[src/rtl/mips_mc_ctrl_if.sv]
// Memory handshake bundle between the multi-cycle control FSM and the
// instruction/data memories.
interface mips_mc_ctrl_if;
  // A request is held high until the matching ack. The transfer completes in
  // the cycle where req && ack. An ack with no request present is ignored.
  logic imem_req;
  logic imem_ack;
  logic dmem_req;
  logic dmem_we;
  logic dmem_ack;

  modport master (
    output imem_req,
    output dmem_req,
    output dmem_we,
    input  imem_ack,
    input  dmem_ack
  );

  modport slave (
    input  imem_req,
    input  dmem_req,
    input  dmem_we,
    output imem_ack,
    output dmem_ack
  );
endinterface

[src/rtl/mips_mc_ctrl.sv]
// Multi-cycle MIPS control FSM: fetch, decode, exec, mem, writeback with memory timeout.
// Optional performance counters are enabled by defining MIPS_CTRL_PERF_EN.
module mips_mc_ctrl #(
  parameter int MEM_TIMEOUT = 16,
  parameter int CNT_W       = 32
) (
  input  logic                clk,
  input  logic                rst,
  input  logic                run,
  mips_mc_ctrl_if.master      mem,
  output logic                ir_load,
  input  logic                dec_write_reg,
  input  logic                dec_write_mem,
  input  logic                dec_jal,
  input  logic                dec_invalid,
  output logic                rf_we,
  output logic                pc_load,
  output logic                pc_sel_jump,
  output logic                instr_retired,
  output logic [2:0]          state,
  output logic                halted,
  output logic                error
`ifdef MIPS_CTRL_PERF_EN
  ,
  output logic [CNT_W-1:0]    perf_retired,
  output logic [CNT_W-1:0]    perf_stall
`endif
);

  typedef enum logic [2:0] {
    S_IDLE   = 3'd0,
    S_FETCH  = 3'd1,
    S_DECODE = 3'd2,
    S_EXEC   = 3'd3,
    S_MEM    = 3'd4,
    S_WB     = 3'd5,
    S_HALT   = 3'd6,
    S_ERR    = 3'd7
  } state_t;

  localparam logic [7:0] WAIT_LAST = 8'(MEM_TIMEOUT - 1);

  state_t     state_q, state_d;
  logic [7:0] wait_cnt;
  logic       wr_q, wm_q, jal_q;
  logic       timed_out;

  assign state     = state_q;
  assign timed_out = (wait_cnt == WAIT_LAST);

  // State register, wait counter and decode flags latched in DECODE.
  always_ff @(posedge clk) begin
    if (rst) begin
      state_q  <= S_IDLE;
      wait_cnt <= 8'd0;
      wr_q     <= 1'b0;
      wm_q     <= 1'b0;
      jal_q    <= 1'b0;
    end else begin
      state_q <= state_d;
      // Counts consecutive ack-less cycles; any state change restarts it.
      if ((state_d == state_q) && ((state_q == S_FETCH) || (state_q == S_MEM)))
        wait_cnt <= wait_cnt + 8'd1;
      else
        wait_cnt <= 8'd0;
      if (state_q == S_DECODE) begin
        wr_q  <= dec_write_reg;
        wm_q  <= dec_write_mem;
        jal_q <= dec_jal;
      end
    end
  end

  always_comb begin
    state_d = state_q;
    case (state_q)
      S_IDLE:   if (run) state_d = S_FETCH;
      S_FETCH: begin
        if (mem.imem_ack)   state_d = S_DECODE;
        else if (timed_out) state_d = S_ERR;
      end
      S_DECODE: state_d = dec_invalid ? S_HALT : S_EXEC;
      S_EXEC: begin
        if (wm_q)      state_d = S_MEM;
        else if (wr_q) state_d = S_WB;
        else           state_d = run ? S_FETCH : S_IDLE;
      end
      S_MEM: begin
        // An ack on the final allowed cycle still completes the access.
        if (mem.dmem_ack)   state_d = run ? S_FETCH : S_IDLE;
        else if (timed_out) state_d = S_ERR;
      end
      S_WB:     state_d = run ? S_FETCH : S_IDLE;
      default:  state_d = state_q;
    endcase
  end

  always_comb begin
    mem.imem_req  = 1'b0;
    mem.dmem_req  = 1'b0;
    mem.dmem_we   = 1'b0;
    ir_load       = 1'b0;
    rf_we         = 1'b0;
    pc_load       = 1'b0;
    pc_sel_jump   = 1'b0;
    instr_retired = 1'b0;
    halted        = 1'b0;
    error         = 1'b0;
    case (state_q)
      S_FETCH: begin
        mem.imem_req = 1'b1;
        ir_load      = mem.imem_ack;
      end
      S_EXEC: begin
        pc_load       = !wm_q && !wr_q;
        instr_retired = !wm_q && !wr_q;
      end
      S_MEM: begin
        mem.dmem_req  = 1'b1;
        mem.dmem_we   = 1'b1;
        pc_load       = mem.dmem_ack;
        instr_retired = mem.dmem_ack;
      end
      S_WB: begin
        rf_we         = 1'b1;
        pc_load       = 1'b1;
        pc_sel_jump   = jal_q;
        instr_retired = 1'b1;
      end
      S_HALT:  halted = 1'b1;
      S_ERR:   error  = 1'b1;
      default: ;
    endcase
  end

`ifdef MIPS_CTRL_PERF_EN
  logic stall;
  assign stall = (mem.imem_req && !mem.imem_ack) || (mem.dmem_req && !mem.dmem_ack);

  always_ff @(posedge clk) begin
    if (rst) begin
      perf_retired <= '0;
      perf_stall   <= '0;
    end else if ((state_q != S_HALT) && (state_q != S_ERR)) begin
      if (instr_retired) perf_retired <= perf_retired + 1'b1;
      if (stall)         perf_stall   <= perf_stall + 1'b1;
    end
  end
`else
  localparam int unused_cnt_w = CNT_W;
`endif

endmodule

[src/flat_wrapper.sv]
// flat-port wrapper written by rule: the top's interface ports become plain ports
module mips_mc_ctrl_flat 
#(
  parameter int MEM_TIMEOUT = 16,
  parameter int CNT_W       = 32
)
  (clk, rst, run, ir_load, dec_write_reg, dec_write_mem, dec_jal, dec_invalid, rf_we, pc_load, pc_sel_jump, instr_retired, state, halted, error, mem_imem_req, mem_dmem_req, mem_dmem_we, mem_imem_ack, mem_dmem_ack);
  mips_mc_ctrl_if mem_i ();
  input  logic clk;
  input  logic rst;
  input  logic run;
  output logic ir_load;
  input  logic dec_write_reg;
  input  logic dec_write_mem;
  input  logic dec_jal;
  input  logic dec_invalid;
  output logic rf_we;
  output logic pc_load;
  output logic pc_sel_jump;
  output logic instr_retired;
  output logic [2:0] state;
  output logic halted;
  output logic error;
  output wire logic [$bits(mem_i.imem_req)-1:0] mem_imem_req;
  output wire logic [$bits(mem_i.dmem_req)-1:0] mem_dmem_req;
  output wire logic [$bits(mem_i.dmem_we)-1:0] mem_dmem_we;
  input wire logic [$bits(mem_i.imem_ack)-1:0] mem_imem_ack;
  input wire logic [$bits(mem_i.dmem_ack)-1:0] mem_dmem_ack;
  assign mem_imem_req = mem_i.imem_req;
  assign mem_dmem_req = mem_i.dmem_req;
  assign mem_dmem_we = mem_i.dmem_we;
  assign mem_i.imem_ack = mem_imem_ack;
  assign mem_i.dmem_ack = mem_dmem_ack;
  mips_mc_ctrl #(.MEM_TIMEOUT(MEM_TIMEOUT), .CNT_W(CNT_W)) u_core (.clk(clk), .rst(rst), .run(run), .mem(mem_i), .ir_load(ir_load), .dec_write_reg(dec_write_reg), .dec_write_mem(dec_write_mem), .dec_jal(dec_jal), .dec_invalid(dec_invalid), .rf_we(rf_we), .pc_load(pc_load), .pc_sel_jump(pc_sel_jump), .instr_retired(instr_retired), .state(state), .halted(halted), .error(error));
endmodule
[config.mk]
export PLATFORM = sky130hd
export DESIGN_NAME = mips_mc_ctrl_flat
export DESIGN_NICKNAME = d
export VERILOG_FILES = /design/src/rtl/mips_mc_ctrl_if.sv /design/src/rtl/mips_mc_ctrl.sv /design/src/flat_wrapper.sv
export SDC_FILE = /design/constraint.sdc
export NUM_CORES = 1
export LEC_CHECK = 0
export CORE_MARGIN = 1
export CORE_UTILIZATION = 30
export CTS_BUF_LIST = sky130_fd_sc_hd__clkbuf_16
export DETAILED_ROUTE_END_ITERATION = 6
export GPL_TIMING_DRIVEN = 0
export PLACE_DENSITY_LB_ADDON = 0.25
export SLEW_MARGIN = 20
export SYNTH_ARGS = -nofsm -noshare
export SYNTH_HDL_FRONTEND = slang
export SYNTH_SLANG_ARGS = --single-unit
export TNS_END_PERCENT = 1
[constraint.sdc]
create_clock -name clk -period 3.9 [get_ports clk]
set_input_delay 0.78 -clock clk [delete_from_list [all_inputs] [get_ports clk]]
set_output_delay 0.78 -clock clk [all_outputs]
set_load 0.01 [all_outputs]
* Word level (Yosys, flattened, before mapping)
Index checks and enable logic that the tools add are counted.
** Operators by class
- Add/sub/neg operators :: 1
- Eq/ne operators :: 9
- Multiplexer cells :: 17
- Bitwise logic cells :: 1
- Reduce and logical (&&, ||, !) cells :: 7
** Operator list (number)
- two-way mux 3 bit :: 7
- case mux 3 bit (6 select lines) :: 1
- == test 3 bit, second input constant :: 4
- adder 8 x 1 -> 8 bit, second input constant :: 1
- == test 8 x 4 -> 1 bit, second input constant :: 1
- two-way mux 1 bit :: 8
- == test 3 x 2 -> 1 bit, second input constant :: 2
- == test 3 x 1 -> 1 bit, second input constant :: 1
- == test 3 bit :: 1
- logical NOT 3 bit :: 1
- case mux 1 bit (3 select lines) :: 1
- logical AND 1 bit :: 2
- logical NOT 1 bit :: 2
- OR reduction 2 bit :: 1
- logical OR 1 bit :: 1
- NOT 1 bit :: 1
** Word-level totals
- Register bits after elaboration :: 14
- Word-level logic and storage cells :: 40

* Longest topological paths before layout
Gate-level depths: netlist (run 1).
- Word-level depth :: 8
- Mapped depth :: 5
- Mapped depth without buffers :: 5

* Least setup slack after synthesis (run 1)
OpenSTA, ideal clock, no wires.
- Path type :: reg2out
- Start :: reg u_core.state_q[2], in the netlist u_core.state[2]
- End :: out pc_load
- Arrival :: 1.266 ns
- Data required time :: 3.120 ns
- Path slack :: 1.854 ns
- Stages on the path, launching flop included :: 6
- Path buffers :: 2
- Cells stage by stage :: dfxtp_1 > clkbuf_1 > nand2b_1 > o31ai_1 > a22o_1 > buf_4
** On the way
- Word-level cells in the longest chain between the ends :: 2
- Elaborated cells on any way between the ends :: 4
- Classes of those cells :: eq/ne: 3; mux: 1
** Ends and longest elaborated chain
- start: declaration :: line mips_mc_ctrl.sv:43 : state_t state_q, state_d;
- start signal: assignment :: line mips_mc_ctrl.sv:60 : state_q <= state_d;
- == test 3 bit / == test 3 x 2 -> 1 bit (equally long branches)
- case mux 1 bit (3 select lines) *
- end: declaration :: line flat_wrapper.sv:18 : output logic pc_load;
Mark *: on every way between the ends. The rest lies on a longest branch, timed or not.

* Final worst setup path (run 1)
- Start :: in mem_imem_ack
- End :: out ir_load
** On the way
- Word-level cells in the longest chain between the ends :: 1
** Ends and longest elaborated chain
- start: declaration :: line flat_wrapper.sv:27 : input wire logic [$bits(mem_i.imem_ack)-1:0] mem_imem_ack;
- two-way mux 1 bit :: line mips_mc_ctrl.sv:109 : case (state_q)
- end: declaration :: line flat_wrapper.sv:12 : output logic ir_load;
Every way passes these cells.

==> results of run 1 <==
-- worst max-delay path, delay by kind of cell --
kind | cells | cell delay, ps
buffers and inverters | 3 | 1130
AND/OR/NAND/NOR | 1 | 170
-- through the flow --
stage / cell area [µm²] / instances / hold WS (ps) / setup WS [ps]
global placement: 1010 / 144 / 431 / 1040
finish: 1090 / 147 / 443 / 1040
global route: 1090 / 147 / 469 / 965
CTS: 1090 / 147 / 451 / 1030
detailed placement: 1010 / 144 / 440 / 1040
floorplan: 767 / 95 / 418 / 1850
-- where the power goes --
part           switching (mW)  total, mW  internal [mW]
Sequential            0.00263      0.149          0.147
Clock                  0.0550      0.189          0.134
Combinational          0.0246     0.0513         0.0267
Total                  0.0822      0.390          0.307
-- layout make-up --
type	count	area share
clock buffers	3	0.0690
repair buffers	21	0.193
inverters	3	0.0104
plain buffers	6	0.0288
flip-flops and latches	14	0.258
well taps	28	0.0322
multi-input cells	72	0.409
-- cell usage after synthesis, types with 3 or more instances --
master	n	share of area
a21oi_1	6	0.039
xnor2_1	4	0.046
dfxtp_1	14	0.37
inv_1	3	0.015
nand2_1	8	0.039
clkbuf_1	3	0.015
o21ai_0	4	0.026
nor2_1	16	0.078
nand2b_1	4	0.033
-- sequential cells by signal, summed over array words and instances (netlist names) --
register	count
u_core.wait_cnt	8
u_core.state	3
u_core.jal_q	1
u_core.wm_q	1
u_core.wr_q	1
-- per-layer routing --
layer	wire [µm]	vias to the layer above	share of wire
li1	-	380	-
met1	731	316	0.47
met2	725	18	0.46
met3	86	4	0.055
met4	25	0	0.016
met5	0	-	0
-- cells by family after synthesis --
group,share of synthesized area
compound gates,0.215
flops,0.365
buf+inv,0.0555
simple gates,0.279
fa+ha+maj,0.0163
xor+xnor,0.0685
-- path summary, 6_finish.rpt --
check	cells past startpoint	endpoint	startpoint
hold / removal	1	u_core.wait_cnt[0]	u_core.wait_cnt[0]
hold reg to reg	1	u_core.wait_cnt[0]	u_core.wait_cnt[0]
setup / recovery	4	ir_load	mem_imem_ack
setup reg to reg	5	u_core.wait_cnt[6]	u_core.state[0]
==> impl_metrics.ini, run 1 <==
[grt]
grt_pass1_wl_mm = 2.70
use_met1 = 0.151
grt_max_degree = 11
grt_busiest_layer = met2
grt_usage = 0.135
antenna_found_initial = 0
grt_remaining_overflow = 0
first_global_vias = 675
grtUsageMet3 = 0.0348
use_met2 = 0.226

[clock_network]
htreeDepth = 1
cts_hold_buf = 0
path_clk_slew_ps = 40
cts_resized = 0
cts_root_buffer = clkbuf_16
numCtsBuffers = 3
tritoncts = yes
cts_num_sinks = 14
postCtsSetupBuffers = 0
clk_latency_ps = 240
cts_buffer_depth = 2

[detailed_routing]
vias_per_cell = 4.88
wl_per_cell_um = 10.7
vias = 718
drt-initial-drc-count = 6
drc = 0
wl_mm = 1.57
dr.pass1.iters = 4
ant_nets = 0

[yosys]
synthesis.area_um2 = 767
ys_seq_area_frac = 0.365
synthCells = 95
yosysWarnings = 0
synth_ff_type = dfxtp_1
synth.avg_cell_area_um2 = 8.07
ys_types = 34
syn_nets = 105
ys_seq_elements = 14
synth_enable_flop_cells = 0
synthArstFlopShare = 0

[sta]
fin_crit_sh = 0.733
fmax_ghz = 0.350
finalWorstPathRequiredPeriod_ps = 2860
rsz0062_at_grt = false
setup_tns_ps = 0
fin_skew_ps = 1.46
final_hold_viol_count = 0
drv_slew = 0
setup_viol = 0
maxSlewHeadroom = 0.710
worstMarginPinSlew_ps = 435

[cells_and_area]
layout-drive-gt1-share = 0.0924
antenna_cells = 0
final_cell_mix = clkdlybuf4s50_1, nor2_1, dfxtp_1
areaGrowthSynthToFinish_pct = 41.8
multiInputGateArea_um2 = 444
num-fill-cells = 229
seq_area_um2 = 280
nNetsFinal = 131
final_common_cell = clkdlybuf4s50_1
final_util = 0.469

[worst_setup_path]
startpoint_type = input pin
reg2reg_slack_ps = 2260
critPathKind = in -> out
worstPathCellList = clkdlybuf4s50_1 > inv_1 > nor3_1 > clkdlybuf4s50_1
cp_slowest_stage_delay_ps = 560
critical_path.most_common_cell = clkdlybuf4s50_1
endpoint_kind = primary output
crit_fanout = 3
cpMaxStageDelayCell = clkdlybuf4s50_1
crit_required_ps = 3120
arrival_ps = 2080

[power]
total_power_uw = 390
powerDensity_nw_per_um2 = 358
leakage_nw = 0.381
ir_drop_mv = 0.216

[die]
core_area_um2 = 2320
die_w_um = 52.6
initial_core_util = 0.331
io_pins = 22
std_cell_rows = 17
dieArea_um2 = 2760
die_h_um = 52.6

[run_status]
status = finished, final reports clean

[place]
dp_hpwl_mm = 1.22
place.gp.congestion = 0.873
port_buffers = 21

[hold_path]
min_path_type = reg -> reg

[run]
maxCapViolations = 0
Note: power is estimated with default switching activity, not from simulation.
==> inputs of run 2 (changes only) <==
- clock period: 3.9 -> 3 ns (I/O delays scaled with it)
==> results of run 2 <==
The final DEF is identical to that of run 1. Status: finished, final reports clean.
Among the figures that moved: setup slack after placement 1040 ps -> 497 ps; setup slack after layout 1040 ps -> 385 ps; start point of the critical path mem_imem_ack -> u_core.state[2]; end point of the critical path ir_load -> pc_load; register-to-register setup slack 2260 ps -> 1360 ps; total power 0.390 mW -> 0.506 mW; worst IR drop on VDD 0.216 mV -> 0.281 mV
